## config.mk

```make
export PLATFORM = sky130hd
export DESIGN_NAME = demux_deser2ch
export DESIGN_NICKNAME = d
export VERILOG_FILES = /design/src/rtl/demux_deser2ch.sv
export SDC_FILE = /design/constraint.sdc
export NUM_CORES = 1
export LEC_CHECK = 0
export CORE_AREA = 2 2 58 81
export DETAILED_ROUTE_END_ITERATION = 7
export DIE_AREA = 0 0 60 83
export DONT_BUFFER_PORTS = 1
export SYNTH_ARGS = -nofsm -noshare
export SYNTH_HDL_FRONTEND = slang
export SYNTH_SLANG_ARGS = --single-unit
```

## constraint.sdc

```tcl
create_clock -name clk -period 2.3 [get_ports clk]
set_clock_uncertainty 0.1 [all_clocks]
set_input_delay 0.46 -clock clk [delete_from_list [all_inputs] [get_ports clk]]
set_output_delay 0.46 -clock clk [all_outputs]
set_load 0.05 [all_outputs]
```

## src/rtl/demux_deser2ch.sv

```systemverilog
// Purpose: deserialises the two demux output streams into per-channel W-bit words.
// Latency: a word is valid one cycle after the edge that captures its last bit.
// Backpressure: a word that completes while the previous one is unconsumed is dropped and flagged sticky in ovfN.
module demux_deser2ch #(
    parameter int W         = 8,
    parameter bit MSB_FIRST = 1'b1
) (
    input  logic         clk,
    input  logic         rst,
    input  logic         sel,
    input  logic         enable,
    input  logic         a0,
    input  logic         a1,
    input  logic         sync,
    output logic [W-1:0] d0,
    output logic         v0,
    input  logic         r0,
    output logic [W-1:0] d1,
    output logic         v1,
    input  logic         r1,
    output logic         ovf0,
    output logic         ovf1,
    input  logic         clr_ovf
);

    localparam int CW = $clog2(W);

    typedef enum logic {
        COLLECT = 1'b0,
        HOLD    = 1'b1
    } state_t;

    logic [1:0]   bit_in;
    logic [1:0]   rdy;
    logic [W-1:0] dout [2];
    logic [1:0]   vout;
    logic [1:0]   ovf;

    assign bit_in = {a1, a0};
    assign rdy    = {r1, r0};

    for (genvar ch = 0; ch < 2; ch++) begin : g_ch
        logic [W-2:0]  sr;
        logic [CW-1:0] cnt;
        logic          cap;
        logic          done;
        logic [W-1:0]  word;
        state_t        state;
        state_t        state_nxt;
        logic          load;
        logic          ovf_set;
        logic [W-1:0]  d_q;
        logic          ovf_q;

        // sync wins over a capture in the same cycle, so that bit is discarded
        assign cap  = enable && (sel == 1'(ch)) && !sync;
        assign done = cap && (cnt == CW'(W - 1));
        // the shift register holds the W-1 earlier bits; the incoming bit completes the word
        assign word = MSB_FIRST ? {sr, bit_in[ch]} : {bit_in[ch], sr};

        // bit capture: shift the selected channel's bit in and count it
        always_ff @(posedge clk or posedge rst) begin
            if (rst) begin
                sr  <= '0;
                cnt <= '0;
            end else if (sync) begin
                sr  <= '0;
                cnt <= '0;
            end else if (cap) begin
                sr  <= MSB_FIRST ? word[W-2:0] : word[W-1:1];
                cnt <= done ? '0 : cnt + 1'b1;
            end
        end

        // word state register
        always_ff @(posedge clk or posedge rst) begin
            if (rst) begin
                state <= COLLECT;
            end else begin
                state <= state_nxt;
            end
        end

        // next state: load on completion if the holding register is free or being consumed now
        always_comb begin
            state_nxt = state;
            load      = 1'b0;
            ovf_set   = 1'b0;
            case (state)
                COLLECT: begin
                    if (done) begin
                        load      = 1'b1;
                        state_nxt = HOLD;
                    end
                end
                HOLD: begin
                    if (done) begin
                        if (rdy[ch]) begin
                            load = 1'b1;
                        end else begin
                            ovf_set = 1'b1;
                        end
                    end else if (rdy[ch]) begin
                        state_nxt = COLLECT;
                    end
                end
                default: state_nxt = COLLECT;
            endcase
        end

        // holding register and sticky overflow; a new overflow beats clr_ovf
        always_ff @(posedge clk or posedge rst) begin
            if (rst) begin
                d_q   <= '0;
                ovf_q <= 1'b0;
            end else begin
                if (load) begin
                    d_q <= word;
                end
                if (ovf_set) begin
                    ovf_q <= 1'b1;
                end else if (clr_ovf) begin
                    ovf_q <= 1'b0;
                end
            end
        end

        assign vout[ch] = (state == HOLD);
        assign dout[ch] = d_q;
        assign ovf[ch]  = ovf_q;
    end

    assign d0   = dout[0];
    assign d1   = dout[1];
    assign v0   = vout[0];
    assign v1   = vout[1];
    assign ovf0 = ovf[0];
    assign ovf1 = ovf[1];

endmodule
```

* Word level (Yosys, flattened, before mapping)
Index checks and enable logic that the tools add are counted.
W data, S select, Z words.
** Operators by class
- Add/subtract/negate cells :: 2
- Eq/ne operators :: 2
- Mux-type cells :: 31
- Bitwise operators :: 3
- Reduce and logical (&&, ||, !) cells :: 11
** Operators by type and width (count)
- $mux W7 :: 4
- $mux W3 :: 6
- $mux W1 :: 17
- $pmux W1 S2 :: 4
- $reduce_bool A2 Y1 :: 4
- $add A3 B1 Y3 const B :: 2
- $eq A3 B3 Y1 const B :: 2
- $logic_and A1 B1 Y1 :: 6
- $not A1 Y1 :: 3
- $logic_not A1 Y1 :: 1
** Storage, ports and cells
- Register bits :: 40
- Input port bits :: 10
- Output and inout bits :: 20
- Logic and storage cells :: 59

* Logic depth before layout (Yosys ltp)
- Depth after elaboration :: 7
- Gate-level depth with buffers :: 6
- Gate-level depth less buffers :: 5

* Least setup slack after synthesis
No wires, ideal clock.
- Path kind :: reg-to-reg
- Start point :: reg g_ch[1].cnt[0]
- End point :: reg g_ch[1].d_q[0], in the netlist d1[0]
- Arrival time :: 1.379 ns
- Required time :: 2.075 ns
- Path slack :: 0.696 ns
- Cell stages (with the launch flop) :: 7
- Buffers on the path :: 1
- Period minus slack after synthesis :: 1.604 ns
- Cells stage by stage :: dfrtp_1 -> ha_1 -> ha_1 -> nand4b_1 -> nor2b_1 -> buf_4 -> mux2_2
** On the way
- Word-level cells in the longest chain between the ends :: 4
- Elaborated cells between the ends (all ways) :: 5
- Classes of those cells :: 1 x eq/ne; 3 x mux; 1 x reduce/logical
** Ends and longest elaborated chain
- from (decl) :: line 44 : logic [CW-1:0] cnt;
- from (signal assigned) :: line 71 : cnt <= done ? '0 : cnt + 1'b1;
- $eq A3 B3 Y1 * :: line 57 : assign done = cap && (cnt == CW'(W - 1));
- $logic_and A1 B1 Y1 * :: line 57
- $mux W1, on equally long branches :: line 97, 91
- $pmux W1 S2 * :: line 89 : case (state)
- to (signal assigned) :: line 118 : d_q <= word;
- to (decl) :: line 52 : logic [W-1:0] d_q;
Every way passes the cells marked *; elsewhere a longest branch is shown, timed or not.
A chain may end at the register's enable or synchronous reset.

* Worst setup path after layout
Ends and elaborated chain as after synthesis.

==> reports/results.ini <==
[routing]
vias=1012
drt_iter0_markers=18
ant_nets=0
viasPerCell=4.87
wl_per_cell_um=13.7
routed_wl_um=2840
drc=0
drt_first_pass_iters=3

[global_routing]
grt_usage=0.132
grt_antenna_before_repair=0
grt_max_degree=41
grt_pass1_vias=1057
grt_pass1_wl_um=4900
grt_overflow=0

[worst_setup_path]
crit_arrival_ns=1.86
r2r_start=g_ch[1].cnt[0]
cp.required_ns=2.37
reg2reg_to=d1[0]
max_stage_delay_ns=0.37
cp_top_family=flip-flops
startpoint=g_ch[1].cnt[0]
path_cells=ha_1 > ha_1 > nand4b_1 > nor2b_1 > buf_4 > mux2_2
path_max_fanout=8
crit_type=register to register
end_kind=register
cp_slowest_cell=dfrtp_1
critPathBufInv=1
rrSetupSlack_ns=0.52
crit_path_start_kind=register
crit_top_cell=ha_1
reg2reg_depth=6

[placed_design]
dp_cells=200
pre_cts_ws_ns=0.527
gp_congestion=0.685
post_dp_cell_area_um2=1710
portBuffers=0
dpl.hpwl_um=2030

[power_and_ir_drop]
ir_worst_vdd_uv=461
total_power_mw=1.34
leakagePower_nw=0.894
p_per_area_nw_per_um2=732

[cells_and_area]
insertedDiodeCount=0
fin_cells=208
fin_area_um2=1830
area_delta_synth_final_pct=11.6
layout.nets=161
fillers=435
drive_above_1_share=0.189
final_core_util=0.432

[timing]
final_max_slew_viol_count=0
rsz0062_at_grt=false
finalHoldViolations=0
fmax_mhz=562
worst_pin_slew_ns=0.486
finalSetupTns_ns=0
finalCritPeriodShare=0.774
whs_ns=0.0721
maxSlewHeadroom=0.676
fin_ws_ns=0.519
post-route-min-period_ns=1.78
setup_viol=0

[floorplanning]
fp-row-count=28
io_pins=30
die_y_um=83
initial_core_util=0.387
dieArea_um2=4980
coreArea_um2=4240
die_width_um=60

[synthesis]
yosysTopAreaCellShare=0.611
syn_avg_cell_area_um2=11.5
synth_top_cell_by_area=dfrtp_1
netlist_area_um2=1640
synth_edf_count=0
synth_most_common_cell=dfrtp_1
ys_seq_elements=40
ys.flop_type=dfrtp_1
ys_async_sr_fraction=1.00
syn_inst=143
yosysSeqAreaShare=0.611
synthDistinctLibCells=20
yosysWarnings=0
syn-num-nets=157
ys_top_cells_by_area=dfrtp_1 61%, mux2_2 11%, nand2_1 8.7%
ys_top_cells_by_count=40 x dfrtp_1, 38 x nand2_1, 19 x a21oi_1

[clock_tree]
cts_resized=0
holdBufCountCts=0
postCtsSetupBuffers=0
cts_max_path_buffers=2
htree_levels=2
path_clk_slew_ns=0.07
cts.sinks=40
cts_inserted_buffers=5
cts_tree=yes
clkLatencyLatePin_ns=0.29
root_buffer=clkbuf_8

[run]
maxCapViolCount=0

[worst_hold_path]
worst_hold_path_type=input pin to asynchronous set/reset pin

[run_status]
status=completed

cell families after synthesis:
group	share of synthesized area
AND/OR/NAND/NOR	0.153
flip-flops	0.611
AO/OA/AOI/OAI	0.0656
multiplexers	0.116
buffers and inverters	0.0244
adder cells (fa/ha/maj)	0.0305
where the power goes:
group / total [mW] / switching, mW / internal, mW
Sequential: 0.713 / 0.00400 / 0.709
Combinational: 0.0415 / 0.0294 / 0.0121
Clock: 0.585 / 0.231 / 0.354
Total: 1.34 / 0.264 / 1.08
metal layers:
| layer | routed length [um] | vias to the layer above | GRT usage |
|---|---|---|---|
| met5 | 0 | - | 0 |
| met4 | 57 | 0 | 0.0545 |
| met3 | 131 | 6 | 0.0498 |
| met2 | 1580 | 20 | 0.232 |
| met1 | 1070 | 500 | 0.133 |
| li1 | - | 486 | - |
state kept, by name (all words and copies together) (netlist names):
name      cells
d0            8
d1            8
g_ch.cnt      6
g_ch.sr      14
ovf0          1
ovf1          1
v0            1
v1            1
how the worst max path moves through the flow:
| stage | depth (start not counted) | endpoint | slack (ns) |
|---|---|---|---|
| floorplan | 6 | d1[0] | 0.70 |
| global placement | 6 | d1[5] | 0.60 |
| detailed placement | 6 | d1[1] | 0.53 |
| CTS | 6 | d1[5] | 0.51 |
| global route | 6 | d1[5] | 0.45 |
| finish | 6 | d1[0] | 0.52 |
cell usage in the layout (no fill, tap or decap):
cell type / instances
and2_1: 1
mux2i_1: 1
or3_1: 1
nand2b_1: 3
o22ai_1: 2
nor2_1: 2
ha_1: 4
bufinv_16: 1
mux2_2: 16
clkbuf_8: 6
nor2b_1: 1
nand4b_1: 1
nand3b_1: 3
a21oi_1: 19
nand2_1: 38
and2b_1: 1
dfrtp_1: 40
nand4b_4: 1
inv_1: 3
buf_4: 3
clkinv_4: 1
area by class of cell:
type | count | area (um2) | area share
Multi-Input combinational cell | 94 | 598 | 0.327
Clock inverter | 2 | 38.8 | 0.0212
Clock buffer | 6 | 82.6 | 0.0451
Sequential cell | 40 | 1000 | 0.547
Inverter | 3 | 11.3 | 0.00616
Timing Repair Buffer | 3 | 22.5 | 0.0123
Tap cell | 60 | 75.1 | 0.0410
(Power assumes the default switching activity.)
==> variant, RTL diff (same flow settings) <==
Put a register stage on the outputs `d0`, `v0`, `d1`, `v1`, `ovf0` and `ovf1`, with the module's reset. The values now appear one clock later.
--- a/src/rtl/demux_deser2ch.sv
+++ b/src/rtl/demux_deser2ch.sv
@@ -130,11 +130,22 @@
         assign ovf[ch]  = ovf_q;
     end
 
-    assign d0   = dout[0];
-    assign d1   = dout[1];
-    assign v0   = vout[0];
-    assign v1   = vout[1];
-    assign ovf0 = ovf[0];
-    assign ovf1 = ovf[1];
+    always_ff @(posedge clk or posedge rst) begin
+        if (rst) begin
+            d0   <= '0;
+            v0   <= '0;
+            d1   <= '0;
+            v1   <= '0;
+            ovf0 <= '0;
+            ovf1 <= '0;
+        end else begin
+            d0   <= dout[0];
+            v0   <= vout[0];
+            d1   <= dout[1];
+            v1   <= vout[1];
+            ovf0 <= ovf[0];
+            ovf1 <= ovf[1];
+        end
+    end
 
 endmodule
Check against the original RTL: not equivalent (a bounded check fails within 10 cycles, from zero or initial values and one cycle with rst high).
==> variant against the original RTL <==
  * Design area rose by 34%
  * Die area did not move
  * Synthesized cell count rose by 15%
  * Sequential share of layout area rose by 6.7 points
  * Sequential power rose by 50%
  * Non-clock buffer count rose by 1
  * Largest power group unchanged
  * Worst setup slack improved by 0.039 ns
  * Routed wire length rose by 15%
  * Power rose by 59%
  * Area after synthesis rose by 31%
  * Sequential cell count rose by 20
  * Critical endpoint is now g_ch[1].d_q[1]
==> variant: results (changes against the original RTL) <==
| Metric | Value |
|---|---|
| Status | `completed (unchanged)` |
| Synth warnings | `0 (unchanged)` |
| Layout cells sized above 1 | `20.3% (was 18.9%)` |
| Relative max-transition margin | `57.9% (was 67.6%)` |
| Final-report hold violation count | `0 (unchanged)` |
| Grt met1 use | `18.8% (was 13.3%)` |
| Vias in the first global route | `1249 (was 1057)` |
| Layout fillers | `357 (was 435)` |
| Root buffer cell | `clkbuf_8 (unchanged)` |
| Port bufs | `0 (unchanged)` |
| Commonest cells post-synth | `dfrtp_1 (60), nand2_1 (39), a21oi_1 (20), mux2_2 (16), ha_1 (4) (was dfrtp_1 (40), nand2_1 (38), a21oi_1 (19), mux2_2 (16), ha_1 (4))` |
| GP Congestion | `0.672 (was 0.685)` |
| Post_cts resized | `0 (unchanged)` |
| R2R setup slack | `0.56 ns (was 0.52 ns)` |
| Hold Crit Class | `input pin to flip-flop (was input pin to asynchronous set/reset pin)` |
| Fraction of registers with async set/reset | `100% (unchanged)` |
| Top post-synthesis cells by area | `dfrtp_1 (70%), mux2_2 (8.4%), nand2_1 (6.8%) (was dfrtp_1 (61%), mux2_2 (11%), nand2_1 (8.7%))` |
| # H-tree levels | `3 (was 2)` |
| WL/cell | `13.8 µm (was 13.7 µm)` |
| CTS clk-pin slew, worst paths | `roughly 0.060 ns` |
| DRC Markers | `0 (unchanged)` |
| Placed cells | `220 (was 200)` |
| Crit path to | `g_ch[1].d_q[1] (was d1[0])` |
| Largest net degree at the start of global routing | `32 (was 41)` |
| Post-synthesis sequential area ratio | `70.1% (was 61.1%)` |
| Worst EP arrival | `1.86 ns (about the same)` |
| Routed vias/inst | `4.92 (was 4.87)` |
| Origin of the worst setup path | `g_ch[1].cnt[0] (unchanged)` |
| Synthesized Nets | `178 (was 157)` |
| Layout Nets | `186 (was 161)` |
| DP HPWL | `2180 µm (was 2030 µm)` |
| Hold depth | `1` |
| Met3 usage | `7.48% (was 4.98%)` |
| Total leakage power | `1.20 nW (was 0.894 nW)` |
| Distinct cells, synth | `18 (was 20)` |
| Starting DRT DRC Count | `54 (was 18)` |
| Inserted Diodes | `0 (unchanged)` |
| Top_reg_cell synth | `dfrtp_1 (unchanged)` |
| Clock Latency Late Sink | `0.33 ns (was 0.29 ns)` |
| Initial antenna violation count | `0 (unchanged)` |
| First-pass detailed-route iteration total | `6 (was 3)` |
| Mean Syn Cell Area | `13.1 µm² (was 11.5 µm²)` |
| Worst r2r path cells | `6 (unchanged)` |
| Final WL | `3270 µm (was 2840 µm)` |
| Maximum root-to-sink buffer count | `2 (unchanged)` |
| Hold Slack | `0.0907 ns (was 0.0721 ns)` |
| VDD IR-drop max | `460 µV (was 461 µV)` |
| Largest registers | `g_ch.d_q (16), g_ch.sr (14)` |
| Crit-path max FO | `8 (unchanged)` |
| Global-route wire length before repair | `5900 µm (was 4900 µm)` |
| GRT Util Overall | `16.2% (was 13.2%)` |
| CTS Buf Count | `9 (was 5)` |
| Met2 Track Usage GR | `25.0% (was 23.2%)` |
-- variant: cell types whose count changed in the layout (fill, tap and decap cells not counted), moves of 2 or more --
cell,before,now
nor2_1,2,0
clkbuf_8,6,10
clkinv_2,0,3
dfrtp_1,40,60
-- variant: routing by layer --
layer	vias up	routed length (µm)
met5	-	0
met4	0	38
met3	4	119
met1	580	1300
met2	22	1810
li1	561	-
-- variant: per-stage QoR --
stage | worst slack [ns] | cell area, µm² | power [W] | utilization, %
final | 0.558 | 2440 | 0.00212 | 57.7
after global routing | 0.444 | 2440 | 0.00221 | 57.7
after CTS | 0.556 | 2440 | 0.00216 | 57.7
after detailed placement | 0.561 | 2220 | 0.00114 | 52.3
after global placement | 0.632 | 2220 | 0.00113 | 52.3
after floorplan | 0.255 | 2140 | 0.00113 | -
-- variant: layout make-up --
type	count	area, µm²	share of cell area (%)
Clock buffer	11	141	5.78
Clock inverter	5	75.1	3.07
Inverter	3	11.3	0.461
Multi-Input combinational cell	94	596	24.4
Sequential cell	60	1500	61.4
Tap cell	60	75.1	3.07
Timing Repair Buffer	4	45.0	1.84
-- variant: power by group --
| group | leakage, nW | internal, W | switching, W | total, W |
|---|---|---|---|---|
| Sequential | 0.836 | 0.00106 | 0.00000418 | 0.00107 |
| Clock | 0.113 | 0.000634 | 0.000374 | 0.00101 |
| Combinational | 0.252 | 0.0000149 | 0.0000365 | 0.0000513 |
| Total | 1.20 | 0.00171 | 0.000415 | 0.00212 |
-- variant: worst max-delay path, cell delays in order, from the launching register on --
cell and delay, ns:
dfrtp_1 0.37, ha_1 0.15, ha_1 0.17, nand4b_1 0.15
nor2b_1 0.15, buf_4 0.18, mux2_2 0.34
-- variant: logic make-up (layout without fill, tap and decap cells) --
logic type,after synthesis,count (layout),share of synthesized area [%]
AOI/OAI and AO/OA,22,22,5.26
adders and majority gates,4,4,2.34
buffers and inverters,10,23,2.10
DFF,60,60,70.1
muxes,16,16,8.41
and+or+nand+nor,52,52,11.8
-- variant: worst min path at each step --
stage	from	endpoint
6_report	sync	g_ch[0].cnt[2]
5_1_grt	sync	g_ch[0].sr[2]
4_1_cts	sync	g_ch[1].cnt[0]
3_5_place_dp	g_ch[0].d_q[6]	d0[6]
3_3_place_gp	g_ch[0].d_q[0]	d0[0]
2_1_floorplan	g_ch[0].d_q[0]	d0[0]
-- variant: repair_timing --
| action | in CTS | in global routing |
|---|---|---|
| setup buffers | 0 | 0 |
| hold endpoints to repair | 27 | 0 |
| hold buffers | 1 | 0 |
